$ cat config.mk
export PLATFORM = sky130hd
export DESIGN_NAME = fpu_issue_ctrl
export DESIGN_NICKNAME = d
export VERILOG_FILES = /design/src/rtl/fpu_ctrl_pkg.sv /design/src/rtl/fpu_issue_ctrl.sv
export SDC_FILE = /design/constraint.sdc
export NUM_CORES = 1
export LEC_CHECK = 0
export ABC_AREA = 1
export ABC_CLOCK_PERIOD_IN_PS = 1900
export BUFFER_PORTS_ARGS = -buffer_cell sky130_fd_sc_hd__buf_4
export CAP_MARGIN = 20
export CORE_MARGIN = 2
export CORE_UTILIZATION = 30
export CTS_CLUSTER_SIZE = 8
export DETAILED_ROUTE_END_ITERATION = 12
export MAX_ROUTING_LAYER = met4
export PLACE_DENSITY_LB_ADDON = 0.25
export SLEW_MARGIN = 20
export SYNTH_ARGS = -nofsm -noshare
export SYNTH_HDL_FRONTEND = slang
export SYNTH_SLANG_ARGS = --single-unit
$ cat constraint.sdc
create_clock -name clk -period 1.9 [get_ports clk]
set_clock_uncertainty 0.15 [all_clocks]
set_input_delay 0.285 -clock clk [delete_from_list [all_inputs] [get_ports clk]]
set_output_delay 0.285 -clock clk [all_outputs]
set_load 0.02 [all_outputs]
$ cat src/rtl/fpu_ctrl_pkg.sv
// fpu_ctrl_pkg: shared FSM encodings, RV32F operation/opcode enums and fflags bit positions
package fpu_ctrl_pkg;
  localparam logic [2:0] ST_IDLE  = 3'd0;
  localparam logic [2:0] ST_REQ   = 3'd1;
  localparam logic [2:0] ST_WAIT  = 3'd2;
  localparam logic [2:0] ST_WB    = 3'd3;
  localparam logic [2:0] ST_DRAIN = 3'd4;
  typedef enum logic [2:0] {
    S_IDLE  = ST_IDLE,
    S_REQ   = ST_REQ,
    S_WAIT  = ST_WAIT,
    S_WB    = ST_WB,
    S_DRAIN = ST_DRAIN
  } fsm_state_e;
  typedef enum logic [3:0] {
    FMADD, FNMSUB, FADD, FMUL, FDIV, FSQRT, FSGNJ, FMINMAX,
    FCMP, FCLASSIFY, F2F, F2I, I2F, CPKAB, CPKCD
  } fp_operations_e;
  typedef enum logic [6:0] {
    OPC_LOAD_FP  = 7'h07,
    OPC_STORE_FP = 7'h27,
    OPC_FMADD    = 7'h43,
    OPC_FMSUB    = 7'h47,
    OPC_FNMSUB   = 7'h4b,
    OPC_FNMADD   = 7'h4f,
    OPC_OP_FP    = 7'h53
  } fpu_opcodes_e;
  localparam int FLAG_NV = 4;
  localparam int FLAG_DZ = 3;
  localparam int FLAG_OF = 2;
  localparam int FLAG_UF = 1;
  localparam int FLAG_NX = 0;
endpackage

$ cat src/rtl/fpu_issue_ctrl.sv
// fpu_issue_ctrl: issues one decoded RV32F op at a time to the shared FPU and writes back its result
// Ports: issue_* decoder handshake; apu_* FPU request/grant/response; wb_* register-file write port;
// fflags/fflags_clr sticky exception flags; flush kills the current op; busy/timeout_err status.
module fpu_issue_ctrl
  import fpu_ctrl_pkg::*;
#(
  parameter int TIMEOUT_CYCLES = 64,
  parameter int CNT_W = 7
) (
  input  logic        clk,
  input  logic        rst_n,
  input  logic        issue_valid,
  output logic        issue_ready,
  input  logic [4:0]  issue_apu_op,
  input  logic [2:0]  issue_rnd,
  input  logic [4:0]  issue_rd,
  input  logic        issue_rd_int,
  input  logic        flush,
  output logic        apu_req,
  output logic [4:0]  apu_op,
  output logic [2:0]  apu_rnd,
  input  logic        apu_gnt,
  input  logic        apu_rvalid,
  input  logic [31:0] apu_result,
  input  logic [4:0]  apu_flags,
  output logic        wb_valid,
  input  logic        wb_ready,
  output logic [4:0]  wb_rd,
  output logic [31:0] wb_data,
  output logic        wb_to_int,
  output logic [4:0]  fflags,
  input  logic        fflags_clr,
  output logic        busy,
  output logic        timeout_err
);
  localparam logic [CNT_W-1:0] T_MAX = CNT_W'(TIMEOUT_CYCLES);
  logic [2:0]       state, state_d;
  logic [CNT_W-1:0] cnt;
  logic             accept, capture;
  assign accept      = state == ST_IDLE && issue_valid && !flush;
  assign capture     = state_d == ST_WB && state != ST_WB;
  // gated by rst_n so every output reads 0 while reset is held
  assign issue_ready = rst_n && state == ST_IDLE;
  assign apu_req     = state == ST_REQ;
  assign wb_valid    = state == ST_WB;
  assign busy        = state != ST_IDLE;
  // a granted REQ behaves like WAIT, so a same-cycle rvalid skips WAIT;
  // flush together with rvalid discards the result straight away instead of draining
  always_comb begin
    state_d = state;
    case (state)
      ST_IDLE:         state_d = accept ? ST_REQ : ST_IDLE;
      ST_REQ, ST_WAIT: state_d = (state == ST_REQ && !apu_gnt) ? (flush ? ST_IDLE : ST_REQ)
                               : flush ? (apu_rvalid ? ST_IDLE : ST_DRAIN)
                               : apu_rvalid ? ST_WB : ST_WAIT;
      ST_DRAIN:        state_d = apu_rvalid ? ST_IDLE : ST_DRAIN;
      ST_WB:           state_d = (flush || wb_ready) ? ST_IDLE : ST_WB;
      default:         state_d = ST_IDLE;
    endcase
  end
  always_ff @(posedge clk or negedge rst_n) begin
    if (!rst_n) begin
      state       <= ST_IDLE;
      cnt         <= '0;
      apu_op      <= '0;
      apu_rnd     <= '0;
      wb_rd       <= '0;
      wb_to_int   <= 1'b0;
      wb_data     <= '0;
      fflags      <= '0;
      timeout_err <= 1'b0;
    end else begin
      state <= state_d;
      if (accept) begin
        apu_op    <= issue_apu_op;
        apu_rnd   <= issue_rnd;
        wb_rd     <= issue_rd;
        wb_to_int <= issue_rd_int;
      end
      if (capture) wb_data <= apu_result;
      cnt <= state == ST_REQ ? '0 : (state == ST_WAIT && cnt != T_MAX) ? cnt + 1'b1 : cnt;
      // raised on the edge where the counter reaches the limit
      if (state == ST_WAIT && cnt == T_MAX - 1'b1) timeout_err <= 1'b1;
      fflags <= fflags_clr ? '0 : capture ? (fflags | apu_flags) : fflags;
    end
  end
endmodule
Word level (Yosys, flattened, before mapping)
Cells that the tools add are included.
{"block": "word_totals", "register_bits": 62, "out_inout_bits": 56}
{"block": "op_classes", "add_sub_neg": 1, "eq_ne": 8, "bitwise": 1, "n_reduce_logical": 15, "mux": 12}
{"op": "$mux W7", "n": 2}
{"op": "$pmux W3 S4", "n": 1}
{"op": "$mux W5", "n": 2}
{"op": "$eq A3 B2 Y1 const B", "n": 3}
{"op": "$mux W3", "n": 3}
{"op": "$add A7 B1 Y7 const B", "n": 1}
{"op": "$eq A7 B6 Y1 const B", "n": 1}
{"op": "$logic_and A1 B1 Y1", "n": 7}
{"op": "$ne A7 B7 Y1 const B", "n": 1}
{"op": "$or A5 B5 Y5", "n": 1}
{"op": "$reduce_bool A2 Y1", "n": 2}
{"op": "$eq A3 B1 Y1 const B", "n": 1}
{"op": "$eq A3 B3 Y1 const B", "n": 1}
{"op": "$logic_not A3 Y1", "n": 1}
{"op": "$mux W1", "n": 3}
{"op": "$ne A3 B2 Y1 const B", "n": 1}
{"op": "$reduce_bool A3 Y1", "n": 1}
{"op": "$logic_not A1 Y1", "n": 2}
{"op": "$mux W2", "n": 1}
{"op": "$reduce_or A2 Y1", "n": 1}
{"op": "$logic_or A1 B1 Y1", "n": 1}

Depth between registers and ports, before layout
Gate-level depths: netlist of the first run.
{"block": "depth", "word_depth": 9, "mapped_depth": 10, "depth_no_buf": 9}

Least setup slack after synthesis of the first run
No wires, ideal clock.
{"block": "synth_timing", "path_kind": "register to register", "startpoint": "reg state[2]", "endpoint": "reg wb_data[13]", "slack_ns": 0.276, "arrival_ns": 1.409, "synth_period_minus_slack_ns": 1.624, "stages_incl_launch_ff": 8, "setup_time_ns": 0.065, "cell_sequence": "dfrtp_1 > nor3_4 > nand2_1 > nand2_2 > buf_6 > buf_8 > nand3_1 > nand2_1"}
{"block": "synth_between", "elab_cells_between_ends": 15}
{"item": "start, declared", "line_no": "fpu_issue_ctrl.sv:37", "rtl": "logic [2:0] state, state_d;"}
{"item": "start signal, assigned", "line_no": "fpu_issue_ctrl.sv:73", "rtl": "state <= state_d;"}
{"item": "$eq A3 B2 Y1"}
{"item": "named net wb_valid", "line_no": "fpu_issue_ctrl.sv:26", "rtl": "output logic wb_valid,"}
{"item": "$pmux W3 S4", "line_no": "fpu_issue_ctrl.sv:51", "rtl": "case (state)"}
{"item": "$eq A3 B2 Y1", "line_no": "fpu_issue_ctrl.sv:41", "rtl": "assign capture = state_d == ST_WB && state != ST_WB;"}
{"item": "$logic_and A1 B1 Y1", "line_no": "fpu_issue_ctrl.sv:41"}
{"item": "end signal, assigned", "line_no": "fpu_issue_ctrl.sv:80", "rtl": "if (capture) wb_data <= apu_result;"}
{"item": "end, declared", "line_no": "fpu_issue_ctrl.sv:29", "rtl": "output logic [31:0] wb_data,"}
The timed path passes the listed nets, and every way through them passes these cells.
A chain may end at the register's enable or synchronous reset.

Worst setup path after layout of the first run
{"block": "layout_timing", "startpoint": "reg state[2]", "endpoint": "out apu_req"}
{"block": "layout_between", "elab_chain_len": 1}
{"item": "$eq A3 B1 Y1", "line_no": "fpu_issue_ctrl.sv:44", "rtl": "assign apu_req = state == ST_REQ;"}
{"item": "end, declared", "line_no": "fpu_issue_ctrl.sv:19", "rtl": "output logic apu_req,"}
No other way between the ends.

==> results of run 1 <==
==> Yosys cell counts (all sizes together) <==
cell | number | area (um2)
o21ai | 4 | 20.0
buf | 12 | 125
mux2 | 14 | 158
nand3 | 46 | 290
clkinv | 1 | 3.75
nor2 | 13 | 58.8
nand2 | 87 | 349
nand4 | 7 | 50.1
nor3 | 7 | 46.3
dfrtp | 62 | 1550
nor4 | 1 | 6.26
a31o | 1 | 8.76
or2 | 5 | 31.3
a21oi | 2 | 10.0
inv | 19 | 71.3
ha | 2 | 25.0
==> path summary, 6_finish.rpt <==
path / startpoint / to / slack, ns / cells past startpoint
worst max-delay path: state[2] / apu_req / 0.13 / 4
worst min-delay path: rst_n / cnt[0] / -0.01 / 2
worst max register to register: state[2] / wb_data[24] / 0.23 / 8
worst min register to register: timeout_err / timeout_err / 0.32 / 1
max in group asynchronous: rst_n / state[2] / 1.06 / 2
min in group clk: apu_result[9] / wb_data[9] / 0.02 / 3
==> stage by stage <==
| step | hold slack [ns] | setup slack, ns |
|---|---|---|
| 3_5_place_dp | 0.311 | 0.132 |
| 2_1_floorplan | -0.161 | 0.276 |
| 6_report | -0.0139 | 0.132 |
| 3_3_place_gp | 0.305 | 0.163 |
| 4_1_cts | 0.00765 | 0.0853 |
| 5_1_grt | 0.00374 | 0.0223 |
==> worst max-delay path, delay by kind of cell (launching register included) <==
kind / cells / cell delay, ns
buffers and inverters: 2 / 0.30
and+or+nand+nor: 2 / 0.23
DFF: 1 / 0.46
==> timing repair <==
action,in CTS,in global routing
setup endpoints to repair,0,25
endpoints found under the hold margin,0,1
hold buffers,0,1
resized for setup,0,2
buffers inserted,0,0
==> per-layer routing <==
metal	GRT usage (%)	vias up	wire, um
met5	-	-	0
met4	7.17	0	140
met3	3.40	11	318
met2	23.2	56	3580
met1	17.8	1120	2940
li1	-	1158	-
==> layout by cell type, fill, tap and decap left out <==
cell | netlist | final
buf_4 | 4 | 117
nand2_1 | 82 | 82
dfrtp_1 | 62 | 61
nand3_1 | 34 | 34
inv_1 | 16 | 16
mux2_2 | 14 | 14
nand3_2 | 12 | 12
nor2_1 | 11 | 11
clkbuf_8 | 0 | 11
nand4_1 | 6 | 6
nor3_1 | 6 | 6
or2_2 | 5 | 5
o21ai_0 | 4 | 4
inv_2 | 3 | 3
nand2_2 | 3 | 3
a21oi_1 | 2 | 2
ha_1 | 2 | 2
bufinv_16 | 0 | 2
buf_12 | 0 | 2
nor2_2 | 1 | 1
nor2_4 | 1 | 1
nor3_4 | 1 | 1
nand4_2 | 1 | 1
nand2_4 | 2 | 1
nand2_8 | 0 | 1
clkinv_1 | 1 | 1
nor4_1 | 1 | 1
a31o_2 | 1 | 1
clkinvlp_4 | 0 | 1
clkbuf_1 | 0 | 1
dlygate4sd3_1 | 0 | 1
dfrtp_2 | 0 | 1
==> power breakdown <==
| part | internal, W | switching, W | leakage, nW | total, W |
|---|---|---|---|---|
| clock network | 0.000804 | 0.000518 | 0.109 | 0.00132 |
| registers | 0.00188 | 0.000346 | 0.791 | 0.00222 |
| logic | 0.00125 | 0.00175 | 1.18 | 0.00301 |
| total | 0.00394 | 0.00262 | 2.08 | 0.00655 |
==> flip-flops by register name, summed over array words and instances, names as in the netlist <==
| signal | cells |
|---|---|
| wb_to_int | 1 |
| cnt | 7 |
| timeout_err | 1 |
| wb_rd | 5 |
| apu_op | 5 |
| state | 3 |
| apu_rnd | 3 |
| fflags | 5 |
| wb_data | 32 |
==> layout make-up <==
class | count | area (um2) | share of cell area (%)
clock buffer | 12 | 155 | 3.90
clock inverter | 3 | 67.6 | 1.70
inverter | 20 | 75.1 | 1.89
multi-input combinational | 189 | 1060 | 26.7
sequential | 62 | 1550 | 39.0
tap | 111 | 139 | 3.49
timing repair buffer | 120 | 928 | 23.3
==> cells by family after synthesis <==
family,Yosys count
AOI/OAI and AO/OA,7
DFF,62
buffers and inverters,32
and+or+nand+nor,166
adders and majority gates,2
muxes,14
==> qor.yml, run 1 <==
seq_area_frac_synth_pct: 55.3
crit_chain: "nor2_4 -> nand2_2 -> inv_1 -> buf_4"
clockRootBuffer: "clkbuf_8"
worst_skew_pair.late_latency_ns: 0.34
finalHoldWorstSlack_ns: -0.0139
part_of_the_cycle_the_worst_path_needs_pct: 93.1
rows: 35
outcome: "finished with violations"
synth-compound-area-share_pct: 1.38
synth_warnings: 0
design.die.area_um2: 10100
timing.hold.worst.class: "primary input to async pin"
detail_route.first_pass.iterations: 4
cts.sinks: 62
worst-slew-pin-transition_ns: 0.792
synthesis.area_per_instance_um2: 9.91
die_w_um: 101
critPathMaxFanout: 6
placement.cell_area_um2: 3740
ys_seq_elements: 62
arrival_ns: 1.33
netlist_area_before_placement_um2: 2810
n_antenna_cell: 0
fin_cells: 517
synthesis.instances: 283
worst_slew_margin_pct: 47.2
globalRouteTotalUtil_pct: 14.7
postLayoutCellArea_um2: 3980
cts.path.max_buffers: 2
cpPeakStageDelay_ns: 0.46
routed_via_density: 4.54
tritoncts: "done"
synth-adder-area-share_pct: 0.892
critPathLaunchType: "flop"
core-area_um2: 9150
required_ns: 1.46
power.density_cell_area_nw_per_um2: 1650
post_synth_and_or_nand_nor_area_fraction_pct: 29.7
final_hold_viol_count: 38
n_fill_cell: 925
critPathCaptureType: "output pin"
setup.worst_path.class: "flop to output pin"
wire_per_inst_um: 13.5
finalPower_w: 0.00655
dominant_combinational_cell_family_by_area_after_synthesis: "simple AND/OR/NAND/NOR gates"
maxSlewViolCount: 0
mapped_nets: 344
global_route.overflow_total: 0
numCtsBuffers: 9
post-route-min-period_ns: 1.77
drt.antenna.violating_nets: 0
rsz0062_at_grt: "no"
post-dp-hpwl_um: 4720
grt_first_pass_wirelength_um: 11300
power.ir.vdd_worst_v: 0.000660
clkSlewWorstSetupHoldPaths_ns: 0.07
utilization_pct: 43.5
grt_max_degree: 63
synth_cell_type_count: 27
drc_errors: 0
drt_wl_total_um: 6980
fin_nets: 463
globalplace.congestion: 0.853
violations: "hold timing"
die_y_um: 101
io-pin-count: 115
p_leak_nw: 2.08
synth-xor-area-share_pct: 0
area_growth_pct: 41.9
critPathSlowestCell: "dfrtp_2"
count_of_final_setup_violators: 0
max_cap_violations: 0
fmax_mhz: 566
htree_num_levels: 3
synthMuxAreaShare_pct: 5.62
initialDrtViolationCount: 88
dp.cells: 501
drive_gt1_share_pct: 43.8
io_buffers: 114
detailroute.via_count: 2345
grt_pass1_vias: 2337
initial_core_util_pct: 30.6
setup-tns-final_ns: 0
number_of_antenna_violations_at_the_first_check_in_global_routing: 0
(Power assumes the default switching activity.)
==> run 2: changes to the inputs <==
Settings changed: HOLD_SLACK_MARGIN set to 0.05, REMOVE_ABC_BUFFERS set to 1.
==> run 2 against run 1 <==
Against the previous run:
- the run now ends clean
- critical path depth unchanged
- combinational power grew 2%
- register-to-register slack got worse by 0.08 ns
- maximum frequency is 0.75% lower
- sequential power is essentially flat
- worst setup slack got worse by 0.013 ns
==> qor.yml, run 2 (synthesized netlist as in run 1, its figures left out) <==
seq_area_um2: 1550
ff2ff_setup_slack_ns: 0.15
start_point_of_the_worst_hold_path: "flush"
max_cap_violations: 0
worstHoldEndpoint: "state[2]"
numCtsBuffers: 9
power_frac_seq_pct: 35.1
grt_first_pass_wirelength_um: 12000
finalHoldWorstSlack_ns: 0.0955
grt_busiest_layer: "met2"
worst_slew_margin_pct: 46.6
drc_errors: 0
routed_via_density: 4.48
rsz0062_at_grt: "no"
detailroute.via_count: 2532
gr-usage-met3_pct: 4.16
total_switching_power_w: 0.00266
post-route-worst-setup-slack_ns: 0.119
htree_num_levels: 3
io-pin-count: 115
drt.antenna.violating_nets: 0
io_buffers: 114
timing.hold.worst.class: "primary input to flop"
cts.sinks: 62
drt_wl_total_um: 7370
grt_pass1_vias: 2534
post-cts-setup-buffers: 0
rows: 35
grt_max_degree: 63
grt_util_met1_pct: 18.6
cts.path.max_buffers: 2
cts-hold-fix-buffers: 47
swShare_pct: 42.2
reg.largest.list: "wb_data: 32 flops, cnt: 7 flops"
worst_skew_pair.late_latency_ns: 0.34
drive_gt1_share_pct: 39.6
number_of_instances_on_the_worst_hold_path: 3
core-area_um2: 9150
fin_cells: 565
critical_path.reg2reg.startpoint: "state[2]"
most-common-layout-cells: "119 x buf_4, 82 x nand2_1, 62 x dfrtp_1, 47 x dlygate4sd3_1, 34 x nand3_1"
fmax_mhz: 561
p_comb_share_pct: 48.5
dp_worst_setup_slack_ns: 0.139
final_common_cell: "buf_4"
part_of_the_cycle_the_worst_path_needs_pct: 93.8
area_growth_pct: 56.0
number_of_antenna_violations_at_the_first_check_in_global_routing: 0
arrival_ns: 1.35
required_ns: 1.46
post_cts_resized: 0
wire_per_inst_um: 13.0
initial_core_util_pct: 30.6
critPathCaptureType: "output pin"
critPathLaunchType: "flop"
worst_r2r_path_depth: 8
initialDrtViolationCount: 72
critPathSlowestCell: "dfrtp_1"
detail_route.first_pass.iterations: 4
post-dp-hpwl_um: 4790
fin_nets: 510
cpPeakStageDelay_ns: 0.46
grt_use_met2_pct: 25.7
die_y_um: 101
clkSlewWorstSetupHoldPaths_ns: 0.07
largest_register: "wb_data"
crit-reg2reg-capture: "fflags[2]"
power.internal_w: 0.00365
globalRouteTotalUtil_pct: 15.6
multi_input_comb_area_um2: 1050
outcome: "finished clean"
n_antenna_cell: 0
worst-slew-pin-transition_ns: 0.801
critPathMaxFanout: 6
dp.cells: 502
design.die.area_um2: 10100
global_route.overflow_total: 0
crit_chain: "nor2_4 -> nand2_2 -> inv_1 -> buf_4"
maxSlewViolCount: 0
n_fill_cell: 872
clock_power_share_pct: 16.4
tritoncts: "done"
power.density_cell_area_nw_per_um2: 1440
setup.worst_path.class: "flop to output pin"
count_of_final_setup_violators: 0
post-route-min-period_ns: 1.78
die_w_um: 101
p_leak_nw: 2.26
clockRootBuffer: "clkbuf_8"
largest_register_ff_count: 32
globalplace.congestion: 0.767
power.ir.vdd_worst_v: 0.000667
final_hold_viol_count: 0
## run 2: area by class of cell
type	count	share of cell area (%)
sequential	62	35.4
clock inverter	7	1.14
inverter	20	1.72
tap	111	3.17
timing repair buffer	167	31.6
multi-input combinational	189	24.1
clock buffer	9	2.83
## run 2: worst max path at each step
stage / cells after the start / slack, ns / startpoint / end
after floorplan: 6 / -0.20 / state[2] / fflags[0]
after global placement: 8 / 0.17 / state[2] / fflags[2]
after detailed placement: 8 / 0.14 / state[2] / fflags[2]
after CTS: 4 / 0.1 / state[2] / apu_req
after global routing: 9 / 0.02 / state[0] / fflags[4]
final: 4 / 0.12 / state[2] / apu_req
## run 2: worst max-delay path: cells and delay by family, from the launching register on
kind | cells | cell delay, ns
AND/OR/NAND/NOR | 2 | 0.24
buffers and inverters | 2 | 0.30
flip-flops | 1 | 0.46
## run 2: metrics by stage
| step | utilization, % | cell area [um2] | total power [W] | TNS (ns) |
|---|---|---|---|---|
| after floorplan | - | 2680 | 0.00385 | -6.82 |
| after global placement | 40.8 | 3730 | 0.00522 | 0 |
| after detailed placement | 40.8 | 3730 | 0.00527 | 0 |
| after CTS | 47.8 | 4380 | 0.00641 | 0 |
| after global routing | 47.8 | 4380 | 0.00676 | 0 |
| final | 47.8 | 4380 | 0.00632 | 0 |
## run 2: power groups by stage
| stage | logic [W] | clock network, W | registers, W |
|---|---|---|---|
| after floorplan | 0.00103 | 0 | 0.00282 |
| after global placement | 0.00298 | 0 | 0.00224 |
| after detailed placement | 0.00303 | 0 | 0.00224 |
| after CTS | 0.00310 | 0.00108 | 0.00223 |
| after global routing | 0.00332 | 0.00114 | 0.00230 |
| final | 0.00306 | 0.00104 | 0.00222 |
## run 2: per-layer routing
layer | vias to the layer above | part of all wire [%]
met1 | 1203 | 43
met4 | 0 | 1.1
met5 | - | 0
li1 | 1254 | -
met2 | 68 | 51
met3 | 7 | 4.7
==> run 3: changes to the inputs <==
Settings changed: CELL_PAD_IN_SITES_DETAIL_PLACEMENT set to 0, CELL_PAD_IN_SITES_GLOBAL_PLACEMENT set to 1.
==> run 3 against run 2 <==
Against the previous run:
- worst setup slack got worse by 0.015 ns
- sequential power barely moved
- clock-buffer cell count rose by 4
- register-to-register slack barely moved
- sequential cell count did not move
- global-route usage fell by 0.73 points
- clock power rose by 9%
- critical path depth did not move
- largest cell class unchanged
==> qor.yml, run 3 (synthesized netlist as in run 1, its figures left out) <==
outcome: "finished clean"
critPathLaunchType: "flop"
clkSlewWorstSetupHoldPaths_ns: 0.06
post-cts-setup-buffers: 0
rsz0062_at_grt: "no"
fmax_mhz: 557
htree_num_levels: 3
start_point_of_the_worst_hold_path: "flush"
max_cap_violations: 0
most-common-layout-cells: "116 x buf_4, 82 x nand2_1, 62 x dfrtp_1, 47 x dlygate4sd3_1, 34 x nand3_1"
drt_wl_total_um: 7110
placement.cell_area_um2: 3750
numCtsBuffers: 9
maxSlewViolCount: 0
grt_max_degree: 63
worstHoldEndpoint: "state[2]"
drt.antenna.violating_nets: 0
setup.worst_path.class: "flop to output pin"
power.density_cell_area_nw_per_um2: 1460
design.die.area_um2: 10100
core-area_um2: 9150
die_y_um: 101
routed_via_density: 4.41
number_of_instances_on_the_worst_hold_path: 3
die_w_um: 101
rows: 35
part_of_the_cycle_the_worst_path_needs_pct: 94.6
clockRootBuffer: "clkbuf_8"
finalHoldWorstSlack_ns: 0.101
postLayoutCellArea_um2: 4440
worst-slew-pin-transition_ns: 0.342
final_hold_viol_count: 0
ff2ff_setup_slack_ns: 0.15
critPathCaptureType: "output pin"
cts.path.max_buffers: 2
n_antenna_cell: 0
crit-reg2reg-capture: "fflags[2]"
n_fill_cell: 860
globalplace.congestion: 0.784
p_leak_nw: 2.28
top_signal_layer_used: "met4"
drive_gt1_share_pct: 38.9
cpPeakStageDelay_ns: 0.46
cp_num_buf_inv: 2
initialDrtViolationCount: 69
post-dp-hpwl_um: 4680
drc_errors: 0
wire_per_inst_um: 12.6
critPathMaxFanout: 6
dr_wl_met3_um: 443
count_of_final_setup_violators: 0
dp_worst_setup_slack_ns: 0.0439
wl_met2_um: 3230
io_buffers: 114
area_growth_pct: 58.2
globalRouteTotalUtil_pct: 14.9
finalPower_w: 0.00647
grt_pass1_vias: 2524
number_of_antenna_violations_at_the_first_check_in_global_routing: 0
worst_r2r_path_depth: 8
worst_slew_margin_pct: 77.0
global_route.overflow_total: 0
met1_length_um: 3360
critPathSlowestCell: "dfrtp_1"
final_common_cell: "buf_4"
fin_nets: 510
worst_skew_pair.late_latency_ns: 0.32
post-route-min-period_ns: 1.80
largest_register: "wb_data"
critical_path.reg2reg.startpoint: "state[2]"
detailroute.via_count: 2483
detail_route.first_pass.iterations: 4
power.ir.vdd_worst_v: 0.000620
required_ns: 1.46
cts.sinks: 62
worst_path_dominant_cell_family: "flip-flops"
reg.largest.list: "wb_data: 32 flops, cnt: 7 flops"
timing.hold.worst.class: "primary input to flop"
tritoncts: "done"
arrival_ns: 1.36
crit_chain: "nor2_4 -> nand2_2 -> inv_1 -> buf_4"
largest_register_ff_count: 32
io-pin-count: 115
grt_first_pass_wirelength_um: 11600
initial_core_util_pct: 30.6
post-route-worst-setup-slack_ns: 0.103
[run 3: cell count changes in the layout (fill, tap and decap cells not counted)]
| cell | previous run | this run |
|---|---|---|
| buf_4 | 119 | 116 |
| inv_6 | 1 | 0 |
| bufinv_16 | 0 | 1 |
| nand2_4 | 2 | 1 |
| clkinv_4 | 1 | 0 |
| clkinvlp_4 | 3 | 0 |
| buf_12 | 1 | 3 |
| clkbuf_1 | 0 | 2 |
| clkinv_2 | 2 | 0 |
| clkbuf_8 | 9 | 11 |
| nand2_8 | 0 | 2 |
[run 3: what timing repair did]
action | in CTS | in global routing
gates resized for setup | 0 | 2
hold endpoints to repair | 108 | 0
setup endpoints to repair | 0 | 37
hold buffers | 47 | 0
[run 3: per-stage QoR]
step	instances	util (%)	setup TNS, ns
4_1_cts	562	48.2	0
3_3_place_gp	501	41.0	0
3_5_place_dp	501	41.0	0
5_1_grt	563	48.5	0
6_report	563	48.5	0
2_1_floorplan	271	-	-6.82
[run 3: report_power, final]
group / total, W / leakage (nW) / internal [W] / switching (W)
clock network: 0.00113 / 0.0956 / 0.000665 / 0.000461
logic: 0.00313 / 1.39 / 0.00133 / 0.00180
registers: 0.00221 / 0.793 / 0.00188 / 0.000337
total: 0.00647 / 2.28 / 0.00387 / 0.00260
[run 3: metal layers]
layer / vias to the layer above / track usage [%]
met1: 1147 / 18.6
met2: 80 / 23.2
met3: 7 / 4.92
li1: 1249 / -
met5: - / -
met4: 0 / 3.79
[run 3: worst max-delay path by stage]
stage	cells after the start	slack, ns	to	start
after floorplan	6	-0.20	fflags[0]	state[2]
after global placement	8	0.09	fflags[3]	state[2]
after detailed placement	8	0.04	fflags[1]	state[2]
after CTS	8	0.05	fflags[2]	state[2]
after global routing	4	0.02	apu_req	state[2]
final	4	0.10	apu_req	state[2]
[run 3: worst min-delay path: stages]
cell and delay (ns):
buf_4 0.12, nand2_1 0.05, o21ai_0 0.07
[run 3: final cells by class]
cell class | count | area [um2] | area share (%)
Sequential cell | 62 | 1550 | 35.0
Timing Repair Buffer | 166 | 1400 | 31.6
Multi-Input combinational cell | 190 | 1080 | 24.4
Clock buffer | 13 | 159 | 3.58
Tap cell | 111 | 139 | 3.13
Inverter | 20 | 75.1 | 1.69
Clock inverter | 1 | 30.0 | 0.677
